==> src/rtl/pe_affine.sv <==
// Affine-gap (Gotoh) systolic processing element for Smith-Waterman / Needleman-Wunsch arrays.
// One DP cell per enabled cycle. H/E/F, the traceback pointer and the running maximum are all registered.

module pe_affine #(
   parameter  int LEN1     = 5,
   parameter  int LEN2     = 5,
   parameter  int SCORE_W  = 16,
   parameter  int PEN_W    = 8,
   parameter  int ALPHABET = 0,
   parameter  int BASE_W   = 5,
   localparam int ROW_W    = $clog2(LEN1) + 1,
   localparam int COL_W    = $clog2(LEN2) + 1
) (
   input  logic                      clk,
   input  logic                      rst,
   input  logic                      enable,
   input  logic                      valid_col,
   input  logic                      mode_local,
   input  logic [PEN_W-1:0]          gap_open,
   input  logic [PEN_W-1:0]          gap_ext,
   input  logic [PEN_W-1:0]          match_score,
   input  logic [PEN_W-1:0]          mismatch_pen,
   input  logic signed [SCORE_W-1:0] h_bound,
   input  logic [BASE_W-1:0]         seq1,
   input  logic [BASE_W-1:0]         seq2,
   input  logic signed [SCORE_W-1:0] h_left,
   input  logic signed [SCORE_W-1:0] f_left,
   input  logic [ROW_W-1:0]          rowId_in,
   input  logic [COL_W-1:0]          colId_in,
   input  logic [ROW_W-1:0]          maxRowId_in,
   input  logic [COL_W-1:0]          maxColId_in,
   input  logic signed [SCORE_W-1:0] max_h_in,
   output logic                      enable_out,
   output logic [BASE_W-1:0]         seq1_out,
   output logic [ROW_W-1:0]          rowId_out,
   output logic signed [SCORE_W-1:0] h_out,
   output logic signed [SCORE_W-1:0] f_out,
   output logic [1:0]                pointer_out,
   output logic                      e_ext,
   output logic                      f_ext,
   output logic signed [SCORE_W-1:0] max_h_out,
   output logic [ROW_W-1:0]          maxRowId_out,
   output logic [COL_W-1:0]          maxColId_out
);
   localparam int EXT_W = SCORE_W + 2;

   typedef logic signed [SCORE_W-1:0] score_t;
   typedef logic signed [EXT_W-1:0]   wide_t;
   typedef enum logic [1:0] {PTR_NIL = 2'd0, PTR_DIAG = 2'd1, PTR_LEFT = 2'd2, PTR_ABOVE = 2'd3} ptr_t;

   localparam score_t NEG_INF = {2'b11, {(SCORE_W-2){1'b0}}};
   localparam score_t POS_MAX = {1'b0, {(SCORE_W-1){1'b1}}};

   // NOTE: NEG_INF sits at a quarter of the range so that NEG_INF minus a penalty still fits in EXT_W bits before clamping.
   function automatic score_t sat(input wide_t x);
      if (x < wide_t'(NEG_INF)) return NEG_INF;
      if (x > wide_t'(POS_MAX)) return POS_MAX;
      return score_t'(x);
   endfunction

   score_t h_diag, e_reg;
   ptr_t   ptr_q;
   score_t s_prot;
   wide_t  s_w;
   score_t d_val, e_ext_term, e_open_term, f_ext_term, f_open_term, e_new, f_new, h_new;
   ptr_t   ptr_new;
   score_t mx_h;
   logic [ROW_W-1:0] mx_row;
   logic [COL_W-1:0] mx_col;

   blosum_compare #(.BASE_W(BASE_W), .SCORE_W(SCORE_W)) u_blosum (
      .a(seq1),
      .b(seq2),
      .s(s_prot)
   );

   always_comb begin
      if (ALPHABET == 1)       s_w = wide_t'(s_prot);
      else if (seq1 == seq2)   s_w = wide_t'(match_score);
      else                     s_w = -wide_t'(mismatch_pen);

      d_val       = sat(wide_t'(h_diag) + s_w);
      e_ext_term  = sat(wide_t'(e_reg)  - wide_t'(gap_ext));
      e_open_term = sat(wide_t'(h_out)  - wide_t'(gap_open));
      f_ext_term  = sat(wide_t'(f_left) - wide_t'(gap_ext));
      f_open_term = sat(wide_t'(h_left) - wide_t'(gap_open));
      e_new = (e_ext_term > e_open_term) ? e_ext_term : e_open_term;
      f_new = (f_ext_term > f_open_term) ? f_ext_term : f_open_term;

      // Strict comparisons give Diagonal > Above > Left on ties.
      h_new   = d_val;
      ptr_new = PTR_DIAG;
      if (e_new > h_new) begin h_new = e_new; ptr_new = PTR_ABOVE; end
      if (f_new > h_new) begin h_new = f_new; ptr_new = PTR_LEFT;  end
      if (mode_local && h_new <= score_t'(0)) begin
         h_new   = '0;
         ptr_new = PTR_NIL;
      end

      mx_h   = max_h_out;
      mx_row = maxRowId_out;
      mx_col = maxColId_out;
      if (max_h_in > mx_h) begin
         mx_h = max_h_in; mx_row = maxRowId_in; mx_col = maxColId_in;
      end
      if (enable && valid_col && h_new > mx_h) begin
         mx_h = h_new; mx_row = rowId_in; mx_col = colId_in;
      end
   end

   always_ff @(posedge clk or posedge rst) begin
      if (rst) begin
         h_out        <= '0;
         f_out        <= NEG_INF;
         e_reg        <= NEG_INF;
         h_diag       <= NEG_INF;
         ptr_q        <= PTR_NIL;
         e_ext        <= 1'b0;
         f_ext        <= 1'b0;
         enable_out   <= 1'b0;
         seq1_out     <= '0;
         rowId_out    <= '0;
         max_h_out    <= '0;
         maxRowId_out <= '0;
         maxColId_out <= '0;
      end else begin
         h_diag       <= h_left;
         enable_out   <= enable;
         seq1_out     <= seq1;
         rowId_out    <= rowId_in;
         max_h_out    <= mx_h;
         maxRowId_out <= mx_row;
         maxColId_out <= mx_col;
         if (enable) begin
            h_out <= h_new;
            e_reg <= e_new;
            f_out <= f_new;
            ptr_q <= ptr_new;
            e_ext <= e_ext_term > e_open_term;
            f_ext <= f_ext_term > f_open_term;
         end else begin
            h_out <= mode_local ? score_t'(0) : h_bound;
            e_reg <= NEG_INF;
            f_out <= NEG_INF;
            ptr_q <= PTR_NIL;
            e_ext <= 1'b0;
            f_ext <= 1'b0;
         end
      end
   end

   assign pointer_out = ptr_q;

endmodule

// BLOSUM50 substitution lookup; residue order A R N D C Q E G H I L K M F P S T W Y V, other codes score -5.
module blosum_compare #(
   parameter int BASE_W  = 5,
   parameter int SCORE_W = 16
) (
   input  logic [BASE_W-1:0]         a,
   input  logic [BASE_W-1:0]         b,
   output logic signed [SCORE_W-1:0] s
);
   localparam int TBL [20][20] = '{
      '{ 5,-2,-1,-2,-1,-1,-1, 0,-2,-1,-2,-1,-1,-3,-1, 1, 0,-3,-2, 0},
      '{-2, 7,-1,-2,-4, 1, 0,-3, 0,-4,-3, 3,-2,-3,-3,-1,-1,-3,-1,-3},
      '{-1,-1, 7, 2,-2, 0, 0, 0, 1,-3,-4, 0,-2,-4,-2, 1, 0,-4,-2,-3},
      '{-2,-2, 2, 8,-4, 0, 2,-1,-1,-4,-4,-1,-4,-5,-1, 0,-1,-5,-3,-4},
      '{-1,-4,-2,-4,13,-3,-3,-3,-3,-2,-2,-3,-2,-2,-4,-1,-1,-5,-3,-1},
      '{-1, 1, 0, 0,-3, 7, 2,-2, 1,-3,-2, 2, 0,-4,-1, 0,-1,-1,-1,-3},
      '{-1, 0, 0, 2,-3, 2, 6,-3, 0,-4,-3, 1,-2,-3,-1,-1,-1,-3,-2,-3},
      '{ 0,-3, 0,-1,-3,-2,-3, 8,-2,-4,-4,-2,-3,-4,-2, 0,-2,-3,-3,-4},
      '{-2, 0, 1,-1,-3, 1, 0,-2,10,-4,-3, 0,-1,-1,-2,-1,-2,-3, 2,-4},
      '{-1,-4,-3,-4,-2,-3,-4,-4,-4, 5, 2,-3, 2, 0,-3,-3,-1,-3,-1, 4},
      '{-2,-3,-4,-4,-2,-2,-3,-4,-3, 2, 5,-3, 3, 1,-4,-3,-1,-2,-1, 1},
      '{-1, 3, 0,-1,-3, 2, 1,-2, 0,-3,-3, 6,-2,-4,-1, 0,-1,-3,-2,-3},
      '{-1,-2,-2,-4,-2, 0,-2,-3,-1, 2, 3,-2, 7, 0,-3,-2,-1,-1, 0, 1},
      '{-3,-3,-4,-5,-2,-4,-3,-4,-1, 0, 1,-4, 0, 8,-4,-3,-2, 1, 4,-1},
      '{-1,-3,-2,-1,-4,-1,-1,-2,-2,-3,-4,-1,-3,-4,10,-1,-1,-4,-3,-3},
      '{ 1,-1, 1, 0,-1, 0,-1, 0,-1,-3,-3, 0,-2,-3,-1, 5, 2,-4,-2,-2},
      '{ 0,-1, 0,-1,-1,-1,-1,-2,-2,-1,-1,-1,-1,-2,-1, 2, 5,-3,-2, 0},
      '{-3,-3,-4,-5,-5,-1,-3,-3,-3,-3,-2,-3,-1, 1,-4,-4,-3,15, 2,-3},
      '{-2,-1,-2,-3,-3,-1,-2,-3, 2,-1,-1,-2, 0, 4,-3,-2,-2, 2, 8,-1},
      '{ 0,-3,-3,-4,-1,-3,-3,-4,-4, 4, 1,-3, 1,-1,-3,-2, 0,-3,-1, 5}
   };

   always_comb begin
      s = SCORE_W'(-5);
      if (int'(a) < 20 && int'(b) < 20) s = SCORE_W'(TBL[a][b]);
   end

endmodule

==> config.mk <==
export PLATFORM = sky130hd
export DESIGN_NAME = pe_affine
export DESIGN_NICKNAME = d
export VERILOG_FILES = /design/src/rtl/pe_affine.sv
export SDC_FILE = /design/constraint.sdc
export NUM_CORES = 1
export LEC_CHECK = 0
export ABC_AREA = 1
export CAP_MARGIN = 30
export CORE_ASPECT_RATIO = 0.5
export CORE_MARGIN = 3
export CORE_UTILIZATION = 50
export DETAILED_ROUTE_END_ITERATION = 7
export HOLD_SLACK_MARGIN = 0.06
export PLACE_DENSITY = 0.9
export RECOVER_POWER = 50
export SETUP_SLACK_MARGIN = 0.2
export SYNTH_ARGS = -nofsm -noshare
export SYNTH_HDL_FRONTEND = slang
export SYNTH_SLANG_ARGS = --single-unit
==> constraint.sdc <==
create_clock -name clk -period 9 [get_ports clk]
set_input_delay 1.35 -clock clk [delete_from_list [all_inputs] [get_ports clk]]
set_output_delay 1.35 -clock clk [all_outputs]
set_load 0.01 [all_outputs]
==> results of run 1 <==
[cell families after synthesis]
kind of cell | Yosys count
compound gates | 206
xor+xnor | 52
fa+ha+maj | 154
buf+inv | 284
flops | 102
simple gates | 1005
[metal layers]
| layer | GRT usage | GRT overflow |
|---|---|---|
| met3 | 0.616 | 0 |
| met5 | 0.416 | 0 |
| met4 | 0.692 | 2 |
| met2 | 0.860 | 3 |
| met1 | 0.710 | 0 |
[repair_timing]
item,CTS
setup endpoints to repair,24
gates cloned,13
pin swaps,172
setup buffers,71
gates resized for setup,462
[through the flow]
stage | worst slack, ns | cell area, um2
after detailed placement | -1.77 | 16900
after global placement | -1.16 | 16800
after CTS | -0.328 | 19700
after floorplan | -0.420 | 11900
[synthesized netlist by cell type (all sizes together), types with 3 or more instances]
| library cell | number | area share |
|---|---|---|
| a31oi | 6 | 0.0032 |
| xnor2 | 17 | 0.013 |
| o211ai | 3 | 0.0019 |
| fa | 5 | 0.0086 |
| nand2 | 573 | 0.19 |
| or2 | 18 | 0.0097 |
| nor3 | 15 | 0.0069 |
| dfstp | 6 | 0.014 |
| a21oi | 117 | 0.051 |
| o21ai | 59 | 0.025 |
| buf | 20 | 0.013 |
| inv | 244 | 0.079 |
| nor2 | 150 | 0.050 |
| o21bai | 9 | 0.0061 |
| nand3b | 9 | 0.0061 |
| nor4 | 5 | 0.0027 |
| xor2 | 35 | 0.026 |
| dfrtp | 96 | 0.21 |
| nand4 | 19 | 0.010 |
| nand3 | 197 | 0.087 |
| ha | 149 | 0.16 |
| clkbuf | 19 | 0.0061 |
| or3 | 3 | 0.0016 |
| and2 | 14 | 0.0075 |
==> flow_metrics.py, run 1 <==
metrics = {
    "synthesis": {
        "ys_ff_latch": 102,
        "ys_types": 51,
        "synth_adder_area_share": 0.169,
        "synth-edff-count": 0,
        "synth_compound_area_frac": 0.0963,
        "synth.net_count": 2084,
        "synth_ff_type": "dfrtp_1",
        "synth_xor_xnor_area_share": 0.0392,
        "yosys.area_share.simple": 0.376,
        "synth_mux_area_frac": 0,
        "yosysSeqAreaShare": 0.220,
        "ys_async_sr_fraction": 1.00,
        "synth_top_family_by_area": "simple AND/OR/NAND/NOR gates",
        "syn-instance-count": 1803,
        "synth_area_um2": 11600,
        "synth.avg_cell_area_um2": 6.44,
        "synth_warnings": 0,
    },
    "placement": {
        "dp.final_hpwl_um": 38800,
        "placed_cells": 2638,
        "gp_congestion": 1.10,
        "io_buffer_count": 196,
    },
    "floorplanning": {
        "dieHeight_um": 114,
        "start_util": 0.522,
        "dieWidth_um": 222,
        "rows": 38,
        "io_pins": 197,
    },
    "global_route": {
        "grt_pass1_vias": 21626,
        "grt_max_degree": 45,
        "grt_pass1_wl_um": 137000,
        "grt_overflow_total": 5,
        "grt_usage": 0.719,
    },
    "clock_network": {
        "ctsHtreeMaxLevel": 3,
        "cts.path.max_buffers": 2,
        "cts_buffers": 9,
        "cts_root_buf": "clkbuf_16",
        "ctsHoldBuffers": 0,
        "clock_sinks": 102,
    },
    "run_status": {
        "haltStage": "5_1_grt",
        "error": "[ERROR GRT-0116] Global routing finished with congestion. Check the congestion regions in the DRC Viewer.",
        "status": "did not finish",
    },
}
==> inputs of run 2 (changes only) <==
Settings changed: CORE_ASPECT_RATIO 0.5 to not set, CORE_UTILIZATION 50 to 40, HOLD_SLACK_MARGIN 0.06 to not set, PLACE_DENSITY 0.9 to not set, PLACE_DENSITY_LB_ADDON set to 0.15, SETUP_SLACK_MARGIN 0.2 to not set.
Clock period 9 ns to 11.7 ns, I/O delays scaled along.
==> run 2 against run 1 <==
  * The flow now finishes, with violations (max-capacitance violations, max-slew violations)
  * Area after synthesis unchanged
  * Synthesized cell count unchanged
==> flow_metrics.py, run 2 <==
metrics = {
    "run_status": {
        "status": "finished with violations",
        "violations": "max-capacitance violations, max-slew violations",
    },
    "route": {
        "wl_um": 39700,
        "drt_pass1_iterations": 5,
        "antenna_left": 0,
        "drtIter0Drc": 955,
        "num_vias": 12197,
        "vias_per_cell": 5.12,
        "wl_per_cell_um": 16.7,
        "drcViolationCount": 0,
    },
    "worst_setup_path": {
        "cp-start-kind": "input port",
        "crit_top_cell": "nand2_1",
        "critPathSlowestCell": "clkdlybuf4s50_1",
        "endpoint_kind": "flip-flop",
        "crit_arrival_ns": 11.37,
        "criticalPathCategory": "in2reg",
        "cp_max_fo": 14,
        "cp_data_required_time_ns": 12.01,
        "crit_path_max_incr_delay_ns": 0.53,
    },
    "sta": {
        "relSlewSlack": -1.49,
        "hold_viol_final": 0,
        "max_freq_mhz": 90.4,
        "setup_viol": 0,
        "period_share": 0.946,
        "tightestPinTransition_ns": 3.74,
        "skew_ns": 0.0162,
        "slew_violations": 105,
        "period_needed_ns": 11.06,
    },
    "synthesis": {
        "yosysMostFrequentCell": "nand2_1",
        "yosysTopAreaCell": "dfrtp_1",
        "synthTopCellsByCount": "nand2_1, inv_1, nand3_1, ha_1, nor2_1",
        "synth_ff_type": "dfrtp_1",
        "ys_top_cells_by_area": "dfrtp_1, nand2_1, ha_1",
        "synth.net_count": 2084,
        "synth_warnings": 0,
        "synth-edff-count": 0,
        "ys_types": 51,
        "syn-instance-count": 1803,
        "synth_area_um2": 11600,
        "yosysSeqAreaShare": 0.220,
        "synth_top_area_share": 0.207,
        "ys_ff_latch": 102,
        "ys_async_sr_fraction": 1.00,
        "synth.avg_cell_area_um2": 6.44,
    },
    "final_layout": {
        "drive_above_1_share": 0.0743,
        "post-route-util": 0.517,
        "n_antenna_cell": 0,
        "nets": 2281,
        "areaGrowthSynthToFinish_pct": 25.5,
        "mostFrequentLayoutCell": "nand2_1",
        "most-common-layout-cells": "nand2_1, inv_1, nand3_1",
    },
    "placement": {
        "io_buffer_count": 196,
        "dp.final_hpwl_um": 32700,
        "gp_congestion": 0.975,
    },
    "clock_network": {
        "ctsHoldBuffers": 0,
        "cts_buffers": 9,
        "clk_pin_slew_worst_paths_ns": 0.09,
        "cts_tree": "done",
        "clock_sinks": 102,
        "ctsHtreeMaxLevel": 3,
        "cts.path.max_buffers": 2,
        "clk_latency_ns": 0.37,
        "cts_root_buf": "clkbuf_16",
    },
    "global_route": {
        "grt_pass1_wl_um": 61700,
        "grt_usage": 0.249,
        "grt_pass1_vias": 11561,
        "grt_max_degree": 70,
        "antenna_found_initial": 0,
        "grt_overflow_total": 0,
    },
    "floorplanning": {
        "dieHeight_um": 176,
        "start_util": 0.412,
        "die_area_um2": 31100,
        "rows": 61,
        "core_um2": 28200,
        "dieWidth_um": 176,
        "io_pins": 197,
    },
    "worst_hold_path": {
        "hp-class": "reg2reg",
    },
    "job": {
        "maxCapViolations": 2,
    },
}
## run 2: cell counts after synthesis
Identical to the previous run, type by type.
## run 2: area by class of cell
class / count / area (um2)
timing repair buffer: 222 / 2170
fill: 2799 / 13600
sequential: 102 / 2560
timing repair inverter: 3 / 22.5
clock inverter: 7 / 115
inverter: 245 / 941
multi-input combinational: 1417 / 8060
clock buffer: 9 / 225
tap: 378 / 473
## run 2: repair_timing
item,4_1_cts,5_1_grt
gates resized for setup,0,55
endpoints found under the hold margin,0,0
setup buffers,0,5
setup endpoints to repair,0,24
## run 2: logic make-up after synthesis
kind of cell	synth area share
simple gates	0.376
buf+inv	0.0990
compound gates	0.0963
fa+ha+maj	0.169
flops	0.220
xor+xnor	0.0392
## run 2: routing by layer
metal | global-route usage | up-vias | share of wire
li1 | - | 6221 | -
met1 | 0.354 | 5546 | 0.46
met2 | 0.416 | 388 | 0.47
met3 | 0.0267 | 42 | 0.055
met4 | 0.0455 | 0 | 0.012
met5 | 0 | - | 0
## run 2: path summary, 6_finish.rpt
check / startpoint / to / slack, ns / depth (start not counted)
max: gap_open[2] / max_h_out[4] / 0.64 / 61
min: maxRowId_out[1] / maxRowId_out[1] / 0.50 / 2
max in group asynchronous: rst / e_reg[10] / 5.28 / 3
max reg2reg: e_reg[0] / max_h_out[4] / 2.13 / 65
min in group asynchronous: rst / h_diag[13] / 2.26 / 2
min reg2reg: maxRowId_out[1] / maxRowId_out[1] / 0.50 / 2
## run 2: critical path: cells and delay by family
| family | cells | cell delay, ns |
|---|---|---|
| AND/OR/NAND/NOR | 32 | 3.75 |
| buffers and inverters | 9 | 1.69 |
| AO/OA/AOI/OAI | 14 | 2.31 |
| XOR/XNOR | 1 | 0.30 |
| adder cells (fa/ha/maj) | 5 | 1.53 |
## run 2: stage by stage
| step | hold WS, ns | cell area (um2) | setup WS (ns) | setup TNS, ns | instances |
|---|---|---|---|---|---|
| after global routing | 0.521 | 14600 | -0.0207 | -0.0384 | 2383 |
| final | 0.496 | 14600 | 0.637 | 0 | 2383 |
| after detailed placement | 0.482 | 14000 | -0.0805 | -1.18 | 2359 |
| after CTS | 0.505 | 14300 | 0.273 | 0 | 2375 |
| after global placement | 0.479 | 14000 | 0.0317 | 0 | 2358 |
| after floorplan | 0.532 | 11600 | 1.17 | 0 | 1803 |
Power of run 2 is not shown: default switching activity piles up to over one toggle a cycle in this logic, so the estimate is an artifact.
